`src/rtl/arb_pkg.sv`:
```
// Shared types and sizes for the round-robin mux source arbiter.
package arb_pkg;
  localparam int unsigned N_REQ = 8;
  localparam int unsigned SEL_W = 3;
  localparam int unsigned CNT_W = 4;

  typedef enum logic {IDLE, GRANT} arb_state_t;
  typedef logic [SEL_W-1:0] sel_t;
endpackage

```
`src/rtl/rr_picker.sv`:
```
// Combinational round-robin pick: first set req bit scanning upward from ptr, wrapping.
module rr_picker
  import arb_pkg::*;
(
  input  logic [N_REQ-1:0] req,
  input  sel_t             ptr,
  output logic             found,
  output sel_t             idx
);

  logic [N_REQ-1:0] rot;
  sel_t             off;

  // Rotate so ptr lands at bit 0, priority-encode lowest bit, then rotate back.
  always_comb begin
    rot = '0;
    off = '0;
    for (int i = 0; i < N_REQ; i++) begin
      rot[i] = req[sel_t'(int'(ptr) + i)];
    end
    for (int i = N_REQ - 1; i >= 0; i--) begin
      if (rot[i]) off = sel_t'(i);
    end
    found = |rot;
    idx   = ptr + off;
  end

endmodule

```
`src/rtl/mux_source_arbiter.sv`:
```
// Round-robin arbiter driving the select of a shared 8:1 datapath mux,
// holding each grant until last beat, MAX_HOLD beats, or requester withdrawal.
module mux_source_arbiter
  import arb_pkg::*;
#(
  parameter int unsigned MAX_HOLD = 4
) (
  input  logic             clk,
  input  logic             reset_n,
  input  logic [N_REQ-1:0] req,
  input  logic [N_REQ-1:0] last,
  input  logic             out_ready,
  output sel_t             sel,
  output logic [N_REQ-1:0] grant,
  output logic             out_valid,
  output logic             busy
);

  arb_state_t       state, state_nxt;
  sel_t             ptr, ptr_nxt;
  sel_t             sel_nxt;
  logic [N_REQ-1:0] grant_nxt;
  logic [CNT_W-1:0] beat_cnt, beat_cnt_nxt;
  logic             pick_found;
  sel_t             pick_idx;
  logic             xfer;
  logic             hold_done;

  rr_picker u_picker (
    .req   (req),
    .ptr   (ptr),
    .found (pick_found),
    .idx   (pick_idx)
  );

  always_ff @(posedge clk or negedge reset_n) begin
    if (!reset_n) begin
      state    <= IDLE;
      sel      <= '0;
      grant    <= '0;
      ptr      <= '0;
      beat_cnt <= '0;
    end else begin
      state    <= state_nxt;
      sel      <= sel_nxt;
      grant    <= grant_nxt;
      ptr      <= ptr_nxt;
      beat_cnt <= beat_cnt_nxt;
    end
  end

  assign busy      = (state == GRANT);
  assign out_valid = busy && req[sel];
  assign xfer      = out_valid && out_ready;
  assign hold_done = ({1'b0, beat_cnt} + 5'd1) == 5'(MAX_HOLD);

  // sel only moves on a new grant so the mux select never glitches while idle.
  always_comb begin
    state_nxt    = state;
    sel_nxt      = sel;
    grant_nxt    = grant;
    ptr_nxt      = ptr;
    beat_cnt_nxt = beat_cnt;
    unique case (state)
      IDLE: begin
        if (pick_found) begin
          sel_nxt      = pick_idx;
          grant_nxt    = N_REQ'(1) << pick_idx;
          beat_cnt_nxt = '0;
          state_nxt    = GRANT;
        end
      end
      GRANT: begin
        if (!req[sel] || (xfer && (last[sel] || hold_done))) begin
          ptr_nxt   = sel + sel_t'(1);
          grant_nxt = '0;
          state_nxt = IDLE;
        end else if (xfer) begin
          beat_cnt_nxt = beat_cnt + CNT_W'(1);
        end
      end
      default: state_nxt = IDLE;
    endcase
  end

  a_grant_onehot: assert property (@(posedge clk) disable iff (!reset_n) $onehot0(grant));
  a_grant_sel:    assert property (@(posedge clk) disable iff (!reset_n)
                                   (grant != '0) |-> (grant == (N_REQ'(1) << sel)));
  a_valid_busy:   assert property (@(posedge clk) disable iff (!reset_n) out_valid |-> busy);

endmodule

```
`config.mk`:
```
export PLATFORM = sky130hd
export DESIGN_NAME = mux_source_arbiter
export DESIGN_NICKNAME = d
export VERILOG_FILES = /design/src/rtl/arb_pkg.sv /design/src/rtl/rr_picker.sv /design/src/rtl/mux_source_arbiter.sv
export SDC_FILE = /design/constraint.sdc
export NUM_CORES = 1
export LEC_CHECK = 0
export BUFFER_PORTS_ARGS = -buffer_cell sky130_fd_sc_hd__buf_2
export CAP_MARGIN = 40
export CORE_MARGIN = 2
export CORE_UTILIZATION = 30
export DETAILED_ROUTE_END_ITERATION = 10
export PLACE_DENSITY = 0.57
export SKIP_CTS_REPAIR_TIMING = 1
export SLEW_MARGIN = 30
export SYNTH_ARGS = -nofsm -noshare
export SYNTH_HDL_FRONTEND = slang
export SYNTH_SLANG_ARGS = --single-unit
```
`constraint.sdc`:
```
create_clock -name clk -period 3.7 [get_ports clk]
set_input_delay 0.185 -clock clk [delete_from_list [all_inputs] [get_ports clk]]
set_output_delay 0.185 -clock clk [all_outputs]
set_load 0.1 [all_outputs]
```
After elaboration in Yosys (flattened, before gate mapping):

Index checks and enable logic that the tools add are counted.

* register bits after elaboration: 19
* bits of input ports: 19

* $add $sub $neg: 11
* reductions and logical operators: 11
* shift-type cells: 1
* muxes and demuxes: 38
* order comparisons: 9
* eq/ne operators: 5
* bitwise logic cells: 1

Operator list (count)
* < comparator 3 x 4 -> 1 bit, second input constant: 9
* binary-select mux 1 bit (select 3 bit): 10
* two-way mux 3 bit: 8
* two-way mux 8 bit: 2
* one-hot mux 8 bit (2 select lines): 1
* adder 3 bit, second input constant: 4
* two-way mux 1 bit: 12
* two-way mux 4 bit: 3
* one-hot mux 4 bit (2 select lines): 1
* OR reduction 8 bit: 1
* << shifter 1 x 3 -> 8 bit, first input constant: 1
* adder 3 x 1 -> 3 bit, second input constant: 2
* adder 3 x 2 -> 3 bit, second input constant: 2
* AND reduction 2 bit: 3
* adder 4 x 1 -> 5 bit, second input constant: 1
* == test 5 x 3 -> 1 bit, second input constant: 1
* adder 4 x 1 -> 4 bit, second input constant: 1
* inequality test 2 x 1 -> 1 bit, second input constant: 2
* inequality test 2 bit, second input constant: 2
* adder 3 bit: 1
* logical AND 1 bit: 3
* AND reduction 3 bit: 1
* logical OR 1 bit: 2
* one-hot mux 1 bit (2 select lines): 1
* 2 further kinds: 2

Depth between registers and ports, before layout:

* depth after elaboration: 15
* mapped depth: 16

Hierarchy:

A second synthesis with hierarchy kept.

* cell total of the unflattened synthesis: 205
* area total of the unflattened synthesis: 1968.1 um^2

By module, submodules not included
* mux_source_arbiter: times used 1, area an instance 1271.2 um^2, cells each 131, seq. area each 475.5 um^2
* rr_picker: times used 1, area an instance 696.9 um^2, cells each 74, seq. area each 0.0 um^2

Worst setup path before layout:

No wires, ideal clock.

* path type: reg-to-reg
* start: register sel[1]
* end: register beat_cnt[2]
* stages on the path, launching flop included: 8
* path slack: -0.141 ns
* path buffers: 1
* period minus slack after synthesis: 3.841 ns
* data required time: 3.577 ns
* arrival time: 3.717 ns
* cells stage by stage: dfrtp_1 > clkbuf_1 > mux4_2 > mux2i_1 > nor2_1 > nand2_1 > o21a_1 > a22o_1

* word-level cells in the longest chain between the ends: 8
* elaborated cells between the ends (all ways): 13

RTL lines
* start, declared: RTL line mux_source_arbiter.sv:13 `output sel_t sel,`
* start signal, assigned: RTL line mux_source_arbiter.sv:45 `sel <= sel_nxt;`
* binary-select mux 1 bit (select 3 bit) *: RTL line mux_source_arbiter.sv:53 `assign out_valid = busy && req[sel];`
* two-way mux 1 bit (not written as such) *: RTL line mux_source_arbiter.sv:53
* logical AND 1 bit *: RTL line mux_source_arbiter.sv:53
* via out_valid: RTL line mux_source_arbiter.sv:15 `output logic out_valid,`
* logical AND 1 bit *: RTL line mux_source_arbiter.sv:54 `assign xfer = out_valid && out_ready;`
* logical AND 1 bit: RTL line mux_source_arbiter.sv:74 `if (!req[sel] || (xfer && (last[sel] || hold_done))) begin`
* logical OR 1 bit: RTL line mux_source_arbiter.sv:74
* inequality test 2 bit (no source line)
* AND reduction 3 bit (no source line) *
* end signal, assigned: RTL line mux_source_arbiter.sv:48 `beat_cnt <= beat_cnt_nxt;`
* end, declared: RTL line mux_source_arbiter.sv:23 `logic [CNT_W-1:0] beat_cnt, beat_cnt_nxt;`

Mark *: on every way through the listed nets, which the timed path passes. The rest lies on a longest branch. The select of a mux whose other input is x is not followed.
A chain may end at the register's enable or synchronous reset.

Worst setup path in the final report:

* start: register ptr[1]
* end: register grant[0]

* word-level cells in the longest chain between the ends: 15
* elaborated cells between the ends (all ways): 38

RTL lines
* start, declared: RTL line mux_source_arbiter.sv:20 `sel_t ptr, ptr_nxt;`
* start signal, assigned: RTL line mux_source_arbiter.sv:47 `ptr <= ptr_nxt;`
* adder 3 bit: RTL line rr_picker.sv:19 `rot[i] = req[sel_t'(int'(ptr) + i)];`
* binary-select mux 1 bit (select 3 bit): RTL line rr_picker.sv:19
* two-way mux 1 bit (not written as such): RTL line rr_picker.sv:19
* two-way mux 3 bit (8 in a row): RTL line rr_picker.sv:22 `if (rot[i]) off = sel_t'(i);`
* adder 3 bit: RTL line rr_picker.sv:25 `idx = ptr + off;`
* << shifter 1 x 3 -> 8 bit: RTL line mux_source_arbiter.sv:68 `grant_nxt = N_REQ'(1) << pick_idx;`
* two-way mux 8 bit: RTL line mux_source_arbiter.sv:66 `if (pick_found) begin`
* one-hot mux 8 bit (2 select lines): RTL line mux_source_arbiter.sv:64 `unique case (state)`
* end signal, assigned: RTL line mux_source_arbiter.sv:46 `grant <= grant_nxt;`
* end, declared: RTL line mux_source_arbiter.sv:14 `output logic [N_REQ-1:0] grant,`

Several ways; a longest one is shown, not always the timed one. The select of a mux whose other input is x is not followed.

==> summary.md <==
| Metric | Value |
|---|---|
| Routed Antenna Nets | `0` |
| Synth Warn # | `0` |
| Max clock buf depth | `2` |
| Most used cell, CP | `buf_4` |
| CP Capture Type | `flip-flop` |
| TNS Setup | `0 ps` |
| Grt ovf | `0` |
| Total Routing Usage GR | `0.141` |
| Initial antenna violation count | `0` |
| WL/cell | `15.9 um` |
| Commonest cells post-synth | `19 x dfrtp_1, 9 x mux2i_1, 8 x nor2_1` |
| Top cells by area, synth | `dfrtp_1 26%, mux4_1 9.9%, mux4_2 8.5%, mux2i_1 4.8%, o211a_1 3.8%` |
| Maximum fanout along the worst path | `6` |
| Core ar. | `5960 um2` |
| CP delay by family, top | `adder cells` |
| Fmax | `0.293 GHz` |
| Status | `completed` |
| IO Pins | `32` |
| Unique masters post-synth | `57` |
| Layout area overhead | `17.8%` |
| WP data required | `3850 ps` |
| Slowest cell on the critical path | `dfrtp_2` |
| Largest net degree at the start of global routing | `20` |
| Hold path cells | `3` |
| Slew Limit Fails | `0` |
| RSZ-0062 raised after global routing | `false` |
| Initial core utilization | `0.312` |
| Min Tclk post-route | `3420 ps` |
| Post-DP HPWL | `3.24 mm` |
| Via density | `5.53` |
| Top-area cell type share of the netlist area | `0.256` |
| Startpoint types | `flip-flop` |
| Vias after detailed routing | `1503` |
| Worst path depth | `14` |
| Syn avg cell area | `11.8 um2` |
| Pre-antenna DRT Iters | `4` |
| Most numerous cell in the Yosys netlist | `dfrtp_1` |
| Worst endpoint data arrival time | `3570 ps` |
| FF-to-FF path depth | `14` |
| Synthesis-stage register bit count | `19` |
| Port bufs | `31` |
| Critical path origin | `ptr[1]$_DFFE_PN0P_` |
| Tcrit/Tclk final | `0.923` |
| CP peak stage delay | `430 ps` |
| Endpoints failing setup | `0` |
| Diodes inserted | `0` |
| Critical R2R Launch | `ptr[1]$_DFFE_PN0P_` |
| Max-cap viol count | `0` |
| Drt drc | `0` |
| Sum of buffers and inverters on the critical path | `3` |
| Clk slew on worst S/H paths | `80 ps` |
| GP Congestion | `0.900` |
| Final Hold Violating Endpoints | `0` |
| Iter 0 DRT Violations | `24` |
| First-pass GRT wire length | `7.29 mm` |
| Number of global-route vias before repair | `1407` |
| CTS root buffer | `clkbuf_8` |
| Crit Path Class | `reg -> reg` |
| Share of cells above drive strength 1 | `0.391` |
| Row Count | `28` |
| Mapped Nets | `183` |
| CTS tree | `done` |
| Final nets | `223` |
| Synth area leader | `dfrtp_1` |
| Crit path cell chain | `inv_1 -> ha_1 -> mux4_2 -> buf_4 -> nor3_2 -> or4_4 -> a21oi_1 -> or2_2 -> fa_1 -> xnor2_1 -> buf_4 -> nand3b_1 -> mux2i_1 -> mux2_4` |
| Worst hold path startpoint | `out_ready` |
| Final setup margin | `283 ps` |
| CTS buffer count | `3` |
| Routed wire length | `4.32 mm` |
| Post-synth EDFFs | `0` |
| Final worst clock skew | `3.07 ps` |
| Slew @ Worst Pin | `609 ps` |
| Rel. slew slack | `0.590` |
| Die Ht | `82.8 um` |
| Main synth FF type | `dfrtp_1` |
| Post-synthesis cell count | `158` |
| HP Class | `in -> reg` |
| Later-pin clock latency in the skew report | `270 ps` |
| Number of H-tree levels | `1` |
| Sequential area share after synthesis | `0.256` |
| Die Wd | `82.8 um` |
| DP Worst Slack | `153 ps` |
| Post-synthesis cell area | `1860 um2` |
| Die area | `6850 um2` |
| CTS sink count | `19` |
| Synth async-reset ratio | `1.00` |
routing by layer:
layer / vias to the layer above / GRT usage / part of all wire
met5: - / 0 / 0
met4: 0 / 0.0443 / 0.012
met3: 5 / 0.0174 / 0.023
met2: 23 / 0.235 / 0.50
met1: 756 / 0.190 / 0.47
li1: 719 / - / -
per-stage QoR:
step	util	cell area, um2	cells	hold WS, ps
CTS	0.359	2140	268	-120
global placement	0.352	2090	264	163
finish	0.368	2190	272	329
detailed placement	0.352	2090	264	171
floorplan	-	1860	158	-111
global route	0.368	2190	272	340
registers in the layout, indices dropped and copies added (netlist names):
| register | count |
|---|---|
| ptr | 3 |
| beat_cnt | 4 |
| grant | 8 |
| sel | 3 |
| busy | 1 |
path summary, 6_finish.rpt:
path	slack, ps	end
worst max register to register	280	grant[0]$_DFFE_PN0P_
min in group asynchronous	400	beat_cnt[1]$_DFFE_PN0P_
worst min register to register	540	beat_cnt[3]$_DFFE_PN0P_
worst min-delay path	330	beat_cnt[1]$_DFFE_PN0P_
worst max-delay path	280	grant[0]$_DFFE_PN0P_
max in group asynchronous	2940	ptr[1]$_DFFE_PN0P_
area by class of cell:
class / count / area [um2]
clock buffers: 3 / 41.3
clock inverters: 1 / 5.00
fillers: 611 / 3760
inverters: 6 / 22.5
multi-input cells: 126 / 1310
flip-flops and latches: 19 / 477
well taps: 75 / 93.8
repair buffers: 42 / 240
logic make-up (layout without fill, tap and decap cells):
| kind of cell | count (synthesis) | in the layout | synth area share |
|---|---|---|---|
| multiplexers | 28 | 28 | 0.264 |
| AND/OR/NAND/NOR | 45 | 45 | 0.163 |
| adder cells (fa/ha/maj) | 6 | 6 | 0.0444 |
| buffers and inverters | 13 | 52 | 0.0498 |
| XOR/XNOR | 6 | 6 | 0.0323 |
| AO/OA/AOI/OAI | 41 | 41 | 0.190 |
| flip-flops | 19 | 19 | 0.256 |
worst min-delay path, cell delays in order:
cell and delay, ps:
buf_2 160, a22oi_1 80, o2bb2ai_1 130
placed cells by master, fill, tap and decap left out, types with 4 or more instances in the layout:
master | netlist | final
dfrtp_1 | 19 | 18
o211a_1 | 7 | 7
nor3b_1 | 4 | 4
nor2_1 | 8 | 7
mux4_1 | 7 | 7
inv_1 | 5 | 5
mux2i_1 | 9 | 9
mux4_2 | 7 | 7
buf_4 | 0 | 10
ha_1 | 5 | 5
nand2_1 | 5 | 5
buf_2 | 0 | 31
nor3_2 | 4 | 6
a31o_1 | 6 | 6
a21oi_1 | 4 | 4
Power is left out: the tool's default activity adds up to more than one toggle a clock period on the data nets, which glitch-free logic cannot reach.
